<file path="config.mk">
export PLATFORM = sky130hd
export DESIGN_NAME = risc_multicycle_core
export DESIGN_NICKNAME = d
export VERILOG_FILES = /design/src/rtl/rvmc_pkg.sv /design/src/rtl/rvmc_regfile.sv /design/src/rtl/risc_multicycle_core.sv
export SDC_FILE = /design/constraint.sdc
export NUM_CORES = 2
export LEC_CHECK = 0
export CAP_MARGIN = 5
export CORE_UTILIZATION = 25
export CTS_CLUSTER_SIZE = 30
export DETAILED_ROUTE_END_ITERATION = 7
export GPL_TIMING_DRIVEN = 0
export MAX_ROUTING_LAYER = met4
export PLACE_DENSITY = 0.38
export SLEW_MARGIN = 15
export SYNTH_ARGS = -nofsm -noshare
export SYNTH_HDL_FRONTEND = slang
export SYNTH_SLANG_ARGS = --single-unit
</file>
<file path="constraint.sdc">
create_clock -name clk -period 21.7 [get_ports clk]
set_input_delay 6.51 -clock clk [delete_from_list [all_inputs] [get_ports clk]]
set_output_delay 6.51 -clock clk [all_outputs]
set_load 0.005 [all_outputs]
</file>
<file path="src/rtl/rvmc_pkg.sv">
// Shared encodings and enums for the multi-cycle RV32I-subset core.
package rvmc_pkg;

  localparam logic [6:0] OPC_OP     = 7'b0110011;
  localparam logic [6:0] OPC_OP_IMM = 7'b0010011;
  localparam logic [6:0] OPC_LOAD   = 7'b0000011;
  localparam logic [6:0] OPC_STORE  = 7'b0100011;
  localparam logic [6:0] OPC_BRANCH = 7'b1100011;
  localparam logic [6:0] OPC_JAL    = 7'b1101111;

  localparam logic [2:0] F3_ADD_SUB = 3'b000;
  localparam logic [2:0] F3_SLT     = 3'b010;
  localparam logic [2:0] F3_OR      = 3'b110;
  localparam logic [2:0] F3_AND     = 3'b111;
  localparam logic [2:0] F3_LW      = 3'b010;
  localparam logic [2:0] F3_SW      = 3'b010;
  localparam logic [2:0] F3_BEQ     = 3'b000;
  localparam logic [2:0] F3_BNE     = 3'b001;

  localparam logic [6:0] F7_BASE    = 7'h00;
  localparam logic [6:0] F7_SUB     = 7'h20;

  typedef enum logic [2:0] {
    ALU_ADD,
    ALU_SUB,
    ALU_AND,
    ALU_OR,
    ALU_SLT
  } alu_op_t;

  typedef enum logic [2:0] {
    FETCH,
    DECODE,
    EXECUTE,
    MEMORY,
    WRITEBACK,
    HALT
  } state_t;

endpackage

</file>
<file path="src/rtl/rvmc_regfile.sv">
// Register file: two async read ports, one sync write port, x0 reads zero.
module rvmc_regfile #(
  parameter int XLEN  = 32,
  parameter int NREGS = 32,
  localparam int AW   = $clog2(NREGS)
) (
  input  logic            clk,
  input  logic [AW-1:0]   rs1_addr,
  input  logic [AW-1:0]   rs2_addr,
  output logic [XLEN-1:0] rs1_data,
  output logic [XLEN-1:0] rs2_data,
  input  logic            we,
  input  logic [AW-1:0]   rd_addr,
  input  logic [XLEN-1:0] rd_data
);

  logic [XLEN-1:0] regs [NREGS];

  always_ff @(posedge clk) begin
    if (we && rd_addr != '0) regs[rd_addr] <= rd_data;
  end

  // Write-first bypass; x0 is never stored so its read is forced to zero.
  always_comb begin
    rs1_data = regs[rs1_addr];
    rs2_data = regs[rs2_addr];
    if (we && rd_addr == rs1_addr) rs1_data = rd_data;
    if (we && rd_addr == rs2_addr) rs2_data = rd_data;
    if (rs1_addr == '0) rs1_data = '0;
    if (rs2_addr == '0) rs2_data = '0;
  end

endmodule

</file>
<file path="src/rtl/risc_multicycle_core.sv">
// Multi-cycle RV32I-subset core sharing one memory port for fetch and data.
module risc_multicycle_core
  import rvmc_pkg::*;
#(
  parameter int              XLEN     = 32,
  parameter logic [XLEN-1:0] RESET_PC = '0,
  parameter int              NREGS    = 32
) (
  input  logic            clk,
  input  logic            rst,
  output logic            mem_req,
  output logic            mem_we,
  output logic [XLEN-1:0] mem_addr,
  output logic [XLEN-1:0] mem_wdata,
  input  logic [XLEN-1:0] mem_rdata,
  input  logic            mem_ready,
  output logic            retire,
  output logic            halt
);

  localparam int AW = $clog2(NREGS);

  state_t          state, state_nx;
  logic [XLEN-1:0] pc, ir, a, b, imm, alu_out, mdr;
  logic [XLEN-1:0] imm_dec, alu_b, alu_res, pc_plus4, br_target;
  logic [XLEN-1:0] rs1_data, rs2_data, rf_wdata;
  logic [6:0]      opcode, funct7;
  logic [2:0]      funct3;
  logic            legal, taken, exec_fault, rf_we, is_store;
  alu_op_t         alu_op;

  assign opcode   = ir[6:0];
  assign funct3   = ir[14:12];
  assign funct7   = ir[31:25];
  assign is_store = (opcode == OPC_STORE);

  always_comb begin
    case (opcode)
      OPC_STORE:  imm_dec = {{(XLEN-12){ir[31]}}, ir[31:25], ir[11:7]};
      OPC_BRANCH: imm_dec = {{(XLEN-13){ir[31]}}, ir[31], ir[7], ir[30:25], ir[11:8], 1'b0};
      OPC_JAL:    imm_dec = {{(XLEN-21){ir[31]}}, ir[31], ir[19:12], ir[20], ir[30:21], 1'b0};
      default:    imm_dec = {{(XLEN-12){ir[31]}}, ir[31:20]};
    endcase
  end

  always_comb begin
    case (opcode)
      OPC_OP:     legal = (funct7 == F7_BASE && funct3 inside {F3_ADD_SUB, F3_SLT, F3_OR, F3_AND})
                       || (funct7 == F7_SUB && funct3 == F3_ADD_SUB);
      OPC_OP_IMM: legal = (funct3 == F3_ADD_SUB);
      OPC_LOAD:   legal = (funct3 == F3_LW);
      OPC_STORE:  legal = (funct3 == F3_SW);
      OPC_BRANCH: legal = (funct3 == F3_BEQ) || (funct3 == F3_BNE);
      OPC_JAL:    legal = 1'b1;
      default:    legal = 1'b0;
    endcase
  end

  always_comb begin
    alu_op = ALU_ADD;
    if (opcode == OPC_OP) begin
      case (funct3)
        F3_ADD_SUB: alu_op = funct7[5] ? ALU_SUB : ALU_ADD;
        F3_SLT:     alu_op = ALU_SLT;
        F3_OR:      alu_op = ALU_OR;
        F3_AND:     alu_op = ALU_AND;
        default:    alu_op = ALU_ADD;
      endcase
    end
  end

  assign alu_b = (opcode == OPC_OP) ? b : imm;

  always_comb begin
    case (alu_op)
      ALU_ADD: alu_res = a + alu_b;
      ALU_SUB: alu_res = a - alu_b;
      ALU_AND: alu_res = a & alu_b;
      ALU_OR:  alu_res = a | alu_b;
      ALU_SLT: alu_res = {{(XLEN-1){1'b0}}, $signed(a) < $signed(alu_b)};
      default: alu_res = '0;
    endcase
  end

  assign pc_plus4  = pc + XLEN'(4);
  assign br_target = pc + imm;
  assign taken     = (a == b) ^ (funct3 == F3_BNE);

  always_comb begin
    case (opcode)
      OPC_LOAD, OPC_STORE: exec_fault = (alu_res[1:0] != 2'b00);
      OPC_JAL:             exec_fault = (br_target[1:0] != 2'b00);
      OPC_BRANCH:          exec_fault = taken && (br_target[1:0] != 2'b00);
      default:             exec_fault = 1'b0;
    endcase
  end

  always_comb begin
    state_nx = state;
    mem_req  = 1'b0;
    mem_we   = 1'b0;
    mem_addr = pc;
    retire   = 1'b0;
    case (state)
      FETCH: begin
        mem_req = 1'b1;
        if (mem_ready) state_nx = DECODE;
      end
      DECODE: state_nx = legal ? EXECUTE : HALT;
      EXECUTE: begin
        if (exec_fault) state_nx = HALT;
        else if (opcode == OPC_BRANCH) begin
          retire   = 1'b1;
          state_nx = FETCH;
        end else if (opcode == OPC_LOAD || opcode == OPC_STORE) state_nx = MEMORY;
        else state_nx = WRITEBACK;
      end
      MEMORY: begin
        mem_req  = 1'b1;
        mem_we   = is_store;
        mem_addr = alu_out;
        if (mem_ready) begin
          retire   = is_store;
          state_nx = is_store ? FETCH : WRITEBACK;
        end
      end
      WRITEBACK: begin
        retire   = 1'b1;
        state_nx = FETCH;
      end
      default: state_nx = HALT;
    endcase
    if (rst) begin
      mem_req = 1'b0;
      mem_we  = 1'b0;
      retire  = 1'b0;
    end
  end

  assign halt      = (state == HALT) && !rst;
  assign mem_wdata = b;

  always_ff @(posedge clk) begin
    if (rst) begin
      state <= FETCH;
      pc    <= RESET_PC;
    end else begin
      state <= state_nx;
      case (state)
        EXECUTE: if (!exec_fault) begin
          if (opcode == OPC_BRANCH) pc <= taken ? br_target : pc_plus4;
          else if (opcode == OPC_JAL) pc <= br_target;
        end
        MEMORY:    if (mem_ready && is_store) pc <= pc_plus4;
        WRITEBACK: if (opcode != OPC_JAL) pc <= pc_plus4;
        default: ;
      endcase
    end
  end

  always_ff @(posedge clk) begin
    if (!rst) begin
      case (state)
        FETCH: if (mem_ready) ir <= mem_rdata;
        DECODE: begin
          a   <= rs1_data;
          b   <= rs2_data;
          imm <= imm_dec;
        end
        EXECUTE: alu_out <= (opcode == OPC_JAL) ? pc_plus4 : alu_res;
        MEMORY:  if (mem_ready) mdr <= mem_rdata;
        default: ;
      endcase
    end
  end

  assign rf_we    = (state == WRITEBACK) && !rst;
  assign rf_wdata = (opcode == OPC_LOAD) ? mdr : alu_out;

  rvmc_regfile #(
    .XLEN  (XLEN),
    .NREGS (NREGS)
  ) u_regfile (
    .clk      (clk),
    .rs1_addr (ir[15 +: AW]),
    .rs2_addr (ir[20 +: AW]),
    .rs1_data (rs1_data),
    .rs2_data (rs2_data),
    .we       (rf_we),
    .rd_addr  (ir[7 +: AW]),
    .rd_data  (rf_wdata)
  );

endmodule

</file>
==> summary.md <==
| Metric | Value |
|---|---|
| Outcome | `complete, but fails checks` |
| Failing checks | `design-rule violations` |
| Pins Over Slew Limit | `0` |
| Mapped Cells | `~3.8k` |
| Core Util, Final | `29.9%` |
| Initial DRC Count | `about 4.8k` |
| Critical Path Source Type | `primary input` |
| Die X | `slightly above 500 µm` |
| Post_cts resized | `0` |
| Worst path slowest cell | `clkbuf_1` |
| Psw | `1.44 mW` |
| LEAKAGE | `about 24 nW` |
| HPWL after DPL | `196000 µm` |
| Clock buffer depth | `3` |
| Core ar. | `0.251 mm²` |
| Delay-heaviest family, CP | `buffers and inverters` |
| Clk root buf | `clkbuf_16` |
| Unrepaired setup endpoints after global routing | `no` |
| Max_slew headroom | `approximately 5.3%` |
| Synthesized area | `0.0633 mm²` |
| Drt via density | `between 5 and 6` |
| Reg2Reg Setup Slack | `14560 ps` |
| Critical Path Sink Type | `output pin` |
| Clock sink total | `1240` |
| Kind of critical path | `in2out` |
| Critical-path cell list | `clkbuf_1, clkbuf_1, nor3_1, clkdlybuf4s50_1` |
| Min-delay src | `ir[26]$_DFFE_PP_` |
| Sw Share | `25.4%` |
| FF-to-FF path depth | `18` |
| Max Freq | `0.0673 GHz` |
| Initial antenna violation count | `19` |
| Floorplan row count | `around 180` |
| Synth area leader | `edfxtp_1` |
| Internal Power | `4.25 mW` |
| CP dominant cell by count | `clkbuf_1` |
| Number of flops mapped to enable cells by yosys | `1205` |
| CP max stage delay | `780 ps` |
| DIE AREA | `0.255 mm²` |
| Postcts setup bufs | `0` |
| WHS | `484 ps` |
| RR Startpoint | `ir[6]$_DFFE_PP_` |
| Wire per inst | `about 35 µm` |
| Sequential fraction of design power | `46.6%` |
| Commonest cells in the netlist | `edfxtp_1, mux4_2, nor2_1` |
| Maximum vdd drop | `58.3 µV` |
| Reg2reg end | `state[2]$_SDFFE_PP0P_` |
| Fraction of layout cells with a size suffix above 1 | `roughly 29%` |
| Initial Utilization | `between 20% and 30%` |
| Hold Fails Final Rpt | `0` |
| Top_reg_cell synth | `edfxtp_1` |
| Synth warn | `0` |
| CTS Buf Count | `150` |
| Synth cell types | `91` |
| Gr usage total | `between 20% and 30%` |
| Crit path required time | `~15000 ps` |
| Fillers | `24.9k` |
| Syn_area_per_cell | `16.9 µm²` |
| Reg clk slew, reported paths | `60 ps` |
| Max_cap viols | `0` |
| Post-synth ARST share | `0%` |
| CP max FO | `10` |
| Post-route DRC | `68` |
| Worst Tran Pin Value | `about 1400 ps` |
| Final TNS setup | `0 ps` |
| First-pass GRT wire length | `~350000 µm` |
| Combinational Power Share | `9.7%` |
| CTS tree | `done` |
| Port bufs | `101` |
| Arr. time, crit path | `8340 ps` |
| Final min period | `14850 ps` |
| Nets | `4302` |
| Top Ports | `103` |
| Register area share after synthesis | `between 50% and 60%` |
| Synth area leaders | `edfxtp_1, mux4_2, ha_1, mux2_2, nor2_1` |
| Pwr per Cell Area | `about 76 mW/mm²` |
| Crit path buf inv count | `3` |
| Top cell type's share of synthesized area | `between 50% and 60%` |
| Clock network fraction of design power | `43.7%` |
| Clk_lat worst skew | `820 ps` |
| Finish-stage setup viols | `0` |
| Critical Path Stages | `4` |
| CTS H-Tree Depth | `4` |
| GRT overflow | `0` |
| Final period utilization | `between 60 and 70%` |
| Antenna viol nets, final | `0` |
| Min-Delay Path Class | `reg2reg` |
| CTS hold repair buffers | `0` |
| Min-Delay Endpoint | `imm[6]$_DFFE_PP_` |
| Layout Skew | `54.9 ps` |
| Flops & latches, synth | `around 1.2k` |
| Largest net degree at the start of global routing | `33` |
| 1st-pass router iterations | `8` |
| Most frequent cell after synthesis | `edfxtp_1` |
| Area grow syn2layout | `18.9%` |
| DR vias | `39.7k` |
| Worst hold path depth | `0` |
| Final WL | `between 200000 and 300000 µm` |
| Final GP Congestion | `0.873` |
| Vias in the first global route | `39.6k` |
| Die Ht | `505 µm` |
[metal layers]
layer | global-route usage (%) | up-vias | part of all wire, %
met4 | 4.46 | 0 | 2.2
met2 | 33.2 | 1587 | 48
met3 | 3.08 | 299 | 5.9
li1 | - | 16255 | -
met5 | - | - | 0
met1 | 28.3 | 21568 | 44
[worst max path at each step]
stage               startpoint  slack [ps]                   to
floorplan                  rst        6100   a[0]$_SDFFCE_PN0P_
global placement           rst         770  a[28]$_SDFFCE_PN0P_
detailed placement         rst        6840              mem_req
CTS                        rst        6830              mem_req
global route               rst        6830              mem_req
finish                     rst        6850              mem_req
[layout by cell type (no fill, tap or decap), types with 117 or more instances in the layout]
cell and instances:
ha_1 128, inv_1 117, mux4_2 640, o21ai_0 121, clkbuf_1 176, edfxtp_1 1205, nor2_1 196, nand2_1 130
a21oi_1 152, clkbuf_16 152
[final cells by class]
cell class / instances / area [µm²] / share of cell area (%)
Antenna cell: 2 / 5.00 / 0.00666
Buffer: 257 / 1130 / 1.50
Clock buffer: 195 / 3970 / 5.27
Clock inverter: 71 / 762 / 1.01
Inverter: 119 / 447 / 0.594
Multi-Input combinational cell: 2168 / 25300 / 33.6
Sequential cell: 1240 / 36900 / 49.1
Tap cell: 3348 / 4190 / 5.57
Timing Repair Buffer: 200 / 2530 / 3.37
[state kept, by name, indices dropped and copies added, names as in the netlist, 21 cells and up]
name            flops
u_regfile.regs   1024
mdr                32
alu_out            32
mem_wdata          32
imm                21
ir                 32
pc                 32
a                  32
[through the flow]
step           setup WS (ps)  instance area, µm²  cells  power, mW
3_5_place_dp            6840               70500   7332       3.25
6_report                6850               75200   7600       5.69
4_1_cts                 6830               75200   7598       5.75
2_1_floorplan           6100               63400   3784       3.02
3_3_place_gp             769               68600   7233       3.25
5_1_grt                 6830               75200   7598       5.86
[power groups by stage]
stage | Sequential, mW | Combinational (mW) | Clock (mW)
3_5_place_dp | 2.70 | 0.548 | 0
4_1_cts | 2.65 | 0.551 | 2.55
6_report | 2.65 | 0.551 | 2.49
2_1_floorplan | 2.69 | 0.329 | 0
3_3_place_gp | 2.71 | 0.546 | 0
5_1_grt | 2.65 | 0.583 | 2.63
[worst reg2reg max path: stages (launching register included)]
cell and delay, ps:
edfxtp_1 350, clkbuf_1 270, nand4b_1 460, nor2_1 350, clkbuf_1 690, buf_1 770, mux2_2 460, ha_1 230
fa_1 470, nor2_1 150, o221ai_1 210, a211oi_2 540, nand4_1 270, a31o_2 340, o211a_1 410, nor3_1 580
o21ai_0 170, o311ai_0 150, a21oi_1 130
[cell families after synthesis]
group / share of synthesized area (%)
buffers and inverters: 2.32
XOR/XNOR: 1.16
AO/OA/AOI/OAI: 5.80
multiplexers: 25.5
adder cells (fa/ha/maj): 2.63
flip-flops: 58.3
other: 0.00593
AND/OR/NAND/NOR: 4.28
(Power assumes the default switching activity.)
